**src/rtl/apb_ic_pkg.sv**
```systemverilog
// Shared types and widths for the APB interconnect: arbiter, FIFO and slave sequencer.
package apb_ic_pkg;

    localparam int DATA_W = 32;
    localparam int ADDR_W = 32;

    // One buffered APB write transfer; address sits in the upper bits.
    typedef struct packed {
        logic [ADDR_W-1:0] addr;
        logic [DATA_W-1:0] wdata;
    } fifo_entry_t;

endpackage

```
**src/rtl/fifo_mem.sv**
```systemverilog
// Storage array for the APB write FIFO: synchronous write port and a registered
// read port whose output holds between reads and clears on reset.
module fifo_mem
    import apb_ic_pkg::*;
#(
    parameter int DEPTH = 8,
    parameter int PTR_W = $clog2(DEPTH)
) (
    input  logic              clk,
    input  logic              reset,
    input  logic              wrEn_i,
    input  logic [PTR_W-1:0]  wrPtr_i,
    input  fifo_entry_t       wrData_i,
    input  logic              rdEn_i,
    input  logic [PTR_W-1:0]  rdPtr_i,
    output fifo_entry_t       rdData_o
);

    fifo_entry_t mem_q [DEPTH];
    fifo_entry_t rdData_q;

    // Entry storage; contents are don't-care after reset so no reset branch here.
    always_ff @(posedge clk) begin
        if (wrEn_i) begin
            mem_q[wrPtr_i] <= wrData_i;
        end
    end

    // Read register captures the entry at the read pointer and otherwise holds.
    always_ff @(posedge clk) begin
        if (reset) begin
            rdData_q <= '0;
        end else if (rdEn_i) begin
            rdData_q <= mem_q[rdPtr_i];
        end
    end

    assign rdData_o = rdData_q;

endmodule

```
**src/rtl/apb_slave_fifo.sv**
```systemverilog
// 8-entry FIFO buffering APB write transfers between the round-robin arbiter and
// the APB slave sequencer. Pointer, occupancy count and registered flags live here.
module apb_slave_fifo #(
    parameter int DATA_W = apb_ic_pkg::DATA_W,
    parameter int ADDR_W = apb_ic_pkg::ADDR_W,
    parameter int DEPTH  = 8,
    localparam int PTR_W = $clog2(DEPTH)
) (
    input  logic              clk,
    input  logic              reset,
    input  logic              push_in,
    input  logic              write,
    input  logic [DATA_W-1:0] push_wdata_in,
    input  logic [ADDR_W-1:0] push_addr_in,
    input  logic              pop_in,
    output logic [DATA_W-1:0] pop_wdata_out,
    output logic [ADDR_W-1:0] pop_addr_out,
    output logic              data_in_ack,
    output logic              full_o,
    output logic              empty_o
);

    localparam int CNT_W = PTR_W + 1;

    logic [PTR_W-1:0] wrPtr_q, wrPtr_d;
    logic [PTR_W-1:0] rdPtr_q, rdPtr_d;
    logic [CNT_W-1:0] count_q, count_d;
    logic             full_q, full_d;
    logic             empty_q, empty_d;
    logic             ack_q;
    logic             pushOk;
    logic             popOk;

    apb_ic_pkg::fifo_entry_t wrEntry;
    apb_ic_pkg::fifo_entry_t rdEntry;

    // Both requests are qualified against the flags as they stood before the edge.
    assign pushOk = push_in & write & ~full_q;
    assign popOk  = pop_in & ~empty_q;

    assign wrEntry.addr  = push_addr_in;
    assign wrEntry.wdata = push_wdata_in;

    fifo_mem #(
        .DEPTH (DEPTH),
        .PTR_W (PTR_W)
    ) u_mem (
        .clk      (clk),
        .reset    (reset),
        .wrEn_i   (pushOk),
        .wrPtr_i  (wrPtr_q),
        .wrData_i (wrEntry),
        .rdEn_i   (popOk),
        .rdPtr_i  (rdPtr_q),
        .rdData_o (rdEntry)
    );

    // Next pointers, count and flags; pointers wrap naturally because DEPTH is a power of two.
    always_comb begin
        wrPtr_d = wrPtr_q;
        rdPtr_d = rdPtr_q;
        count_d = count_q;
        if (pushOk) begin
            wrPtr_d = wrPtr_q + PTR_W'(1);
        end
        if (popOk) begin
            rdPtr_d = rdPtr_q + PTR_W'(1);
        end
        if (pushOk && !popOk) begin
            count_d = count_q + CNT_W'(1);
        end else if (popOk && !pushOk) begin
            count_d = count_q - CNT_W'(1);
        end
        full_d  = (count_d == CNT_W'(DEPTH));
        empty_d = (count_d == '0);
    end

    // State register; reset wins over any push or pop in the same cycle.
    always_ff @(posedge clk) begin
        if (reset) begin
            wrPtr_q <= '0;
            rdPtr_q <= '0;
            count_q <= '0;
            full_q  <= 1'b0;
            empty_q <= 1'b1;
            ack_q   <= 1'b0;
        end else begin
            wrPtr_q <= wrPtr_d;
            rdPtr_q <= rdPtr_d;
            count_q <= count_d;
            full_q  <= full_d;
            empty_q <= empty_d;
            ack_q   <= pushOk;
        end
    end

    assign pop_wdata_out = rdEntry.wdata;
    assign pop_addr_out  = rdEntry.addr;
    assign data_in_ack   = ack_q;
    assign full_o        = full_q;
    assign empty_o       = empty_q;

endmodule

```
**config.mk**
```make
export PLATFORM = sky130hd
export DESIGN_NAME = apb_slave_fifo
export DESIGN_NICKNAME = d
export VERILOG_FILES = /design/src/rtl/apb_ic_pkg.sv /design/src/rtl/fifo_mem.sv /design/src/rtl/apb_slave_fifo.sv
export SDC_FILE = /design/constraint.sdc
export NUM_CORES = 1
export LEC_CHECK = 0
export BUFFER_PORTS_ARGS = -buffer_cell sky130_fd_sc_hd__buf_2
export CAP_MARGIN = 20
export CORE_MARGIN = 3
export CORE_UTILIZATION = 30
export CTS_CLUSTER_SIZE = 10
export DETAILED_ROUTE_END_ITERATION = 7
export HOLD_SLACK_MARGIN = 0.1
export PLACE_DENSITY = 0.49
export REMOVE_ABC_BUFFERS = 1
export SLEW_MARGIN = 20
export SYNTH_ARGS = -nofsm -noshare
export SYNTH_HDL_FRONTEND = slang
export SYNTH_SLANG_ARGS = --single-unit
```
**constraint.sdc**
```tcl
create_clock -name clk -period 12.45 [get_ports clk]
set_input_delay 1.245 -clock clk [delete_from_list [all_inputs] [get_ports clk]]
set_output_delay 1.245 -clock clk [all_outputs]
set_load 0.005 [all_outputs]
```
== Yosys cells after proc, flatten, opt, wreduce, memory -nomap -nowiden ==
Memory sizes are Yosys's and may differ from the RTL's. A register that Yosys moved wholly into a read port is not among the register bits.
Index checks and enable logic that the tools add are counted.
Storage, ports and cells
  bits in registers: 13
  memory bits (writable): 512
  input port bits: 69
  output and inout bits: 67
  word-level logic and storage cells: 26
  memories kept: 1
Memories
  u_mem.mem_q: depth 8, bits a word 64, rd ports 1, clocked after Yosys merged registers in 1, wr ports 1, line fifo_mem.sv:19  | fifo_entry_t mem_q [DEPTH];
Cells by class
  $add $sub $neg: 4
  equal/unequal tests: 1
  multiplexer cells: 4
  bitwise operators: 5
  reduce and logical (&&, ||, !) cells: 5
Operators with widths (count)
  4-bit two-way mux: 2
  3-bit by 1-bit adder with 3-bit output (second input constant): 2
  4-bit by 1-bit adder with 4-bit output (second input constant): 1
  4-bit equality test (second input constant): 1
  4-bit zero test: 1
  4-bit by 1-bit subtractor with 4-bit output (second input constant): 1
  1-bit AND: 3
  1-bit logical AND: 2
  1-bit zero test: 2
  1-bit two-way mux: 2
  1-bit NOT: 2

== Depth between registers and ports, before layout ==
  depth in word-level cells: 7
  mapped depth: 6
  depth with buffers taken out: 6

== Modules after synthesis ==
Synthesis repeated with hierarchy kept, for this count alone.
Unflattened totals
  cell total of the unflattened synthesis: 1249
  area, all modules: 22584.2 µm²
Modules (own cells, without submodules)
  fifo_mem: instances 1, cells each 1181, area each 21902.3 µm², seq. area each 16656.0 µm²
  apb_slave_fifo: instances 1, cells each 68, area each 681.9 µm², seq. area each 260.2 µm²

== Least setup slack after synthesis ==
OpenSTA, ideal clock, no wires.
  kind: input-to-reg
  start: in write
  end: mem u_mem.mem_q[0][0] (netlist bit), enable pin
  setup time: 645 ps
  arrival time: 7547 ps
  required time: 11805 ps
  path slack: 4258 ps
  stages on the path: 2
  buffers on the path: 0
  cells stage by stage: nand3b_1 nor4_1
On the way
  cells in the longest elaborated chain, start to end: 4
Ends and longest elaborated chain
  from (decl): line apb_slave_fifo.sv:12  | input logic write,
  1-bit AND (2 in series): line apb_slave_fifo.sv:38  | assign pushOk = push_in & write & ~full_q;
  1-bit two-way mux: line fifo_mem.sv:24  | if (wrEn_i) begin
  1-bit two-way mux (implied by the code): line fifo_mem.sv:25  | mem_q[wrPtr_i] <= wrData_i;
  to (decl): line fifo_mem.sv:19
Every way passes these cells.

== Worst setup path after layout ==
  start: in write
  end: mem u_mem.mem_q[7][26] (netlist bit), enable pin
The elaborated chain is that of the path after synthesis.

==> flow_results.org <==
** CTS
- Clock latency at the later pin of the worst-skew pair :: 0.59 ns
- Post-CTS Setup Inserts :: 0
- The tree is rooted in a sky130_fd_sc_hd__clkbuf_16.
- Clock-pin slew reported for the worst setup and hold paths after clock tree synthesis :: 0.05 ns
- Clock buffers created by TritonCTS :: 70
- TritonCTS built the clock tree.
- Number of levels the H-tree was split into :: 3
- Post-CTS Hold Fix Bufs :: 0
- Counting every sink on the clock net gives 589.
- The longest clock path from root to sink contains 3 buffers.
- After clock tree synthesis, the repair step resized 0 gates.

** Synthesis
- Yosys warnings :: 0
- Most used standard cells in the synthesized netlist :: 512 x sky130_fd_sc_hd__edfxtp_1, 118 x sky130_fd_sc_hd__mux4_2, 78 x sky130_fd_sc_hd__nor2_1
- Summed over all instances, the cell type with the most area after synthesis is sky130_fd_sc_hd__edfxtp_1.
- Yosys top cell area share :: 69.9%
- EDFF count, synth :: 512
- Most instantiated library cell after synthesis :: sky130_fd_sc_hd__edfxtp_1
- After synthesis the cells add up to 22000 um2.
- Sequential area share after synthesis :: 76.9%
- Share of synthesized registers carrying an async set or reset :: 0%
- Count of distinct cell types in the synthesized netlist :: 38
- For this run, the leading register cell type out of synthesis is sky130_fd_sc_hd__edfxtp_1.
- Count of mapped cells out of synthesis :: 1034
- After synthesis the netlist holds a flip-flop and latch count of 589.
- Ranking of synthesized cells by area :: sky130_fd_sc_hd__edfxtp_1 70%, sky130_fd_sc_hd__mux4_2 12%, sky130_fd_sc_hd__dfxtp_1 7.0%, sky130_fd_sc_hd__mux2i_1 2.9%, sky130_fd_sc_hd__a211oi_1 2.2%
- The average instance in the mapped netlist occupies 21.3 um2.

** Final layout
- Area of the multi-input gates :: 4740 um2
- Finished Cell Area :: 25800 um2
- Final core utilization :: 35.9%
- The filler cells instantiated in the layout total 6758.
- In the final layout, the share of cells above drive strength 1 is 29.7%.
- Synthesis-to-finish area growth :: 17.5%
- Area taken by flip-flops and latches :: 16900 um2
- In the final design database the tool counted 1280 nets.

** Global route
- Pin count of the biggest net entering global routing :: 89
- All-Layer GR Usage :: 12.7%
- Initial antenna violation count :: 8
- Sum of overflow across all layers after global routing :: 0
- The number of global-route vias before repair was 11100.
- The first global-routing pass estimated 73400 um of wire.

** Placement
- Input and output buffers added on the ports amount to 135.
- Placement Cell Area :: 23800 um2
- Once detailed placement completed, the half-perimeter wirelength came to 26900 um.
- Routability-driven placement finished with a final weighted congestion of 0.665.

** Setup path
- CP Data Arrival Time :: 3.67 ns
- Type of the worst setup path :: input pin to flop
- R2r endpoint :: u_mem.rdData_o[13]
- Crit-path max FO :: 40
- Worst R2R Path Depth :: 5
- The most critical setup path has its endpoint at u_mem.mem_q[7][26].
- The worst setup path is launched from an input pin.
- Data required time of the critical path :: 12.66 ns
- Critical Path Start :: write
- In this run the critical register-to-register path is launched from rdPtr_q[1].
- Worst reg2reg setup slack :: 9.14 ns
- The worst setup path is captured at a flop.

** Route
- The first detailed-routing pass took 4 iterations.
- For this block, the via count after detailed routing is 10300.
- Post-DR vias/cell :: 4.65
- Initial DRC count :: 605
- Residual DRC :: 0
- Antenna-violating nets left :: 0
- Total routed wirelength :: 48700 um
- DR WL/cell :: 22.0 um

** Timing
- Adding up every negative setup slack in the final design gives 0 ns.
- In this run the tightest slew margin relative to its limit is 31.1%.
- Across the routed clock network, the largest skew measured is 0.0144 ns.
- Derived from the worst setup path, the maximum achievable clock frequency is 0.289 GHz.
- Final hold vios :: 0
- The count of pins over their slew limit came to 0.
- Hold is met by 0.493 ns.
- RSZ-0062 raised after global routing :: false
- The worst path uses 27.8% of the clock period.
- Setup violations remaining at the end of the flow were counted as 0.
- At the pin with the least slew margin, the transition time is 1.03 ns.
- After layout, the minimum clock period comes to 3.46 ns.

** Power and ir drop
- The analysis attributes to cell leakage a power of 8.12 nW.
- Dividing total power by cell area gives a power density of 183 nW/um2.
- Worst IR Drop VDD :: 91.2 uV

** Worst hold path
- Type of the tightest min-delay check :: flop to flop

** Floorplan
- Horiz. Die Dim :: 277 um
- Once the floorplan was initialized, standard cells occupied 30.5% of the core.
- Row Count :: 98
- During I/O placement, the number of pins put on the boundary was 136.
- The die is 277 um tall.
- Area of the die :: 76600 um2
- The total area inside the core boundary comes to 72100 um2.

** Run
- Max-cap violations in this run came to 0.

** Outcome
- The flow ran to the end, and the final reports show no timing, DRC or antenna violations.
-- cells by family (layout without fill, tap and decap cells) --
group                      count (synthesis)  count (layout)  share of synthesized area, %
muxes                                    194             194                          16.3
and+or+nand+nor                          106             106                          2.03
buffers and inverters                     61             291                          1.77
adders and majority gates                  4               4                         0.228
other                                      0               2                             0
AOI/OAI and AO/OA                         74              74                          2.50
xor gates and xnor gates                   6               6                         0.239
DFF                                      589             589                          76.9
-- final cells by class --
type	count	share of cell area [%]
repair buffers	160	3.50
well taps	950	4.60
flip-flops and latches	589	65.5
diodes	2	0.0194
clock inverters	12	0.552
multi-input cells	384	18.4
inverters	2	0.0290
clock buffers	117	7.46
-- flip-flops by register name (all words and copies together) (netlist names) --
| name | count |
|---|---|
| count_q | 4 |
| data_in_ack | 1 |
| empty_o | 1 |
| full_o | 1 |
| rdPtr_q | 3 |
| u_mem.mem_q | 512 |
| u_mem.rdData_o | 64 |
| wrPtr_q | 3 |
-- cells in the final DEF, fill, tap and decap left out, types with 2 or more instances in the layout --
cell type,count
sky130_fd_sc_hd__a211oi_1,65
sky130_fd_sc_hd__a21oi_1,2
sky130_fd_sc_hd__buf_16,2
sky130_fd_sc_hd__buf_2,134
sky130_fd_sc_hd__buf_4,24
sky130_fd_sc_hd__clkbuf_1,47
sky130_fd_sc_hd__clkbuf_16,70
sky130_fd_sc_hd__clkinv_1,2
sky130_fd_sc_hd__clkinv_2,2
sky130_fd_sc_hd__clkinv_8,3
sky130_fd_sc_hd__dfxtp_1,74
sky130_fd_sc_hd__dfxtp_4,3
sky130_fd_sc_hd__diode_2,2
sky130_fd_sc_hd__edfxtp_1,512
sky130_fd_sc_hd__ha_1,4
sky130_fd_sc_hd__inv_1,2
sky130_fd_sc_hd__inv_6,3
sky130_fd_sc_hd__mux2i_1,64
sky130_fd_sc_hd__mux4_1,10
sky130_fd_sc_hd__mux4_2,118
sky130_fd_sc_hd__nand2_1,8
sky130_fd_sc_hd__nand2b_1,3
sky130_fd_sc_hd__nand3_1,2
sky130_fd_sc_hd__nor2_1,75
sky130_fd_sc_hd__nor2_4,3
sky130_fd_sc_hd__nor2b_1,2
sky130_fd_sc_hd__nor3_2,5
sky130_fd_sc_hd__o21ai_0,2
sky130_fd_sc_hd__xnor2_1,3
sky130_fd_sc_hd__xor2_1,3
-- power breakdown --
part           leakage, nW  internal (mW)  total (mW)  switching [mW]
Combinational         1.87          0.290       0.584           0.294
Sequential            5.26           2.23        2.29          0.0638
Clock                0.987           1.08        1.85           0.771
Total                 8.12           3.60        4.73            1.13
-- worst max-delay path, stage by stage --
cell and delay (ns):
sky130_fd_sc_hd__buf_2 0.09, sky130_fd_sc_hd__and3b_1 0.44, sky130_fd_sc_hd__nand2_1 0.32, sky130_fd_sc_hd__nor2_4 0.79, sky130_fd_sc_hd__buf_4 0.72
-- per-stage QoR --
step	setup slack [ns]	power, mW	cells
6_report	8.99	4.73	2216
2_1_floorplan	4.26	2.78	975
3_3_place_gp	8.34	2.92	2083
5_1_grt	8.77	4.96	2214
3_5_place_dp	8.30	2.94	2085
4_1_cts	8.93	4.82	2214
-- how the worst min path moves through the flow --
stage                                    end               start  slack (ns)  cells after the start
after global routing      u_mem.rdData_o[26]  u_mem.rdData_o[26]        0.51                      2
after floorplan            u_mem.rdData_o[0]   u_mem.rdData_o[0]        0.49                      2
after CTS                 u_mem.rdData_o[14]  u_mem.rdData_o[14]        0.50                      2
final                     u_mem.rdData_o[26]  u_mem.rdData_o[26]        0.49                      2
after detailed placement  u_mem.rdData_o[14]  u_mem.rdData_o[14]        0.49                      2
after global placement    u_mem.rdData_o[39]  u_mem.rdData_o[39]        0.49                      2
-- metal layers --
layer  part of all wire (%)  track usage, %
met1                     44            16.7
met4                    1.8            3.93
met3                    5.0            3.04
met2                     49            20.8
met5                   0.13               0
Note: power is estimated with default switching activity, not from simulation.
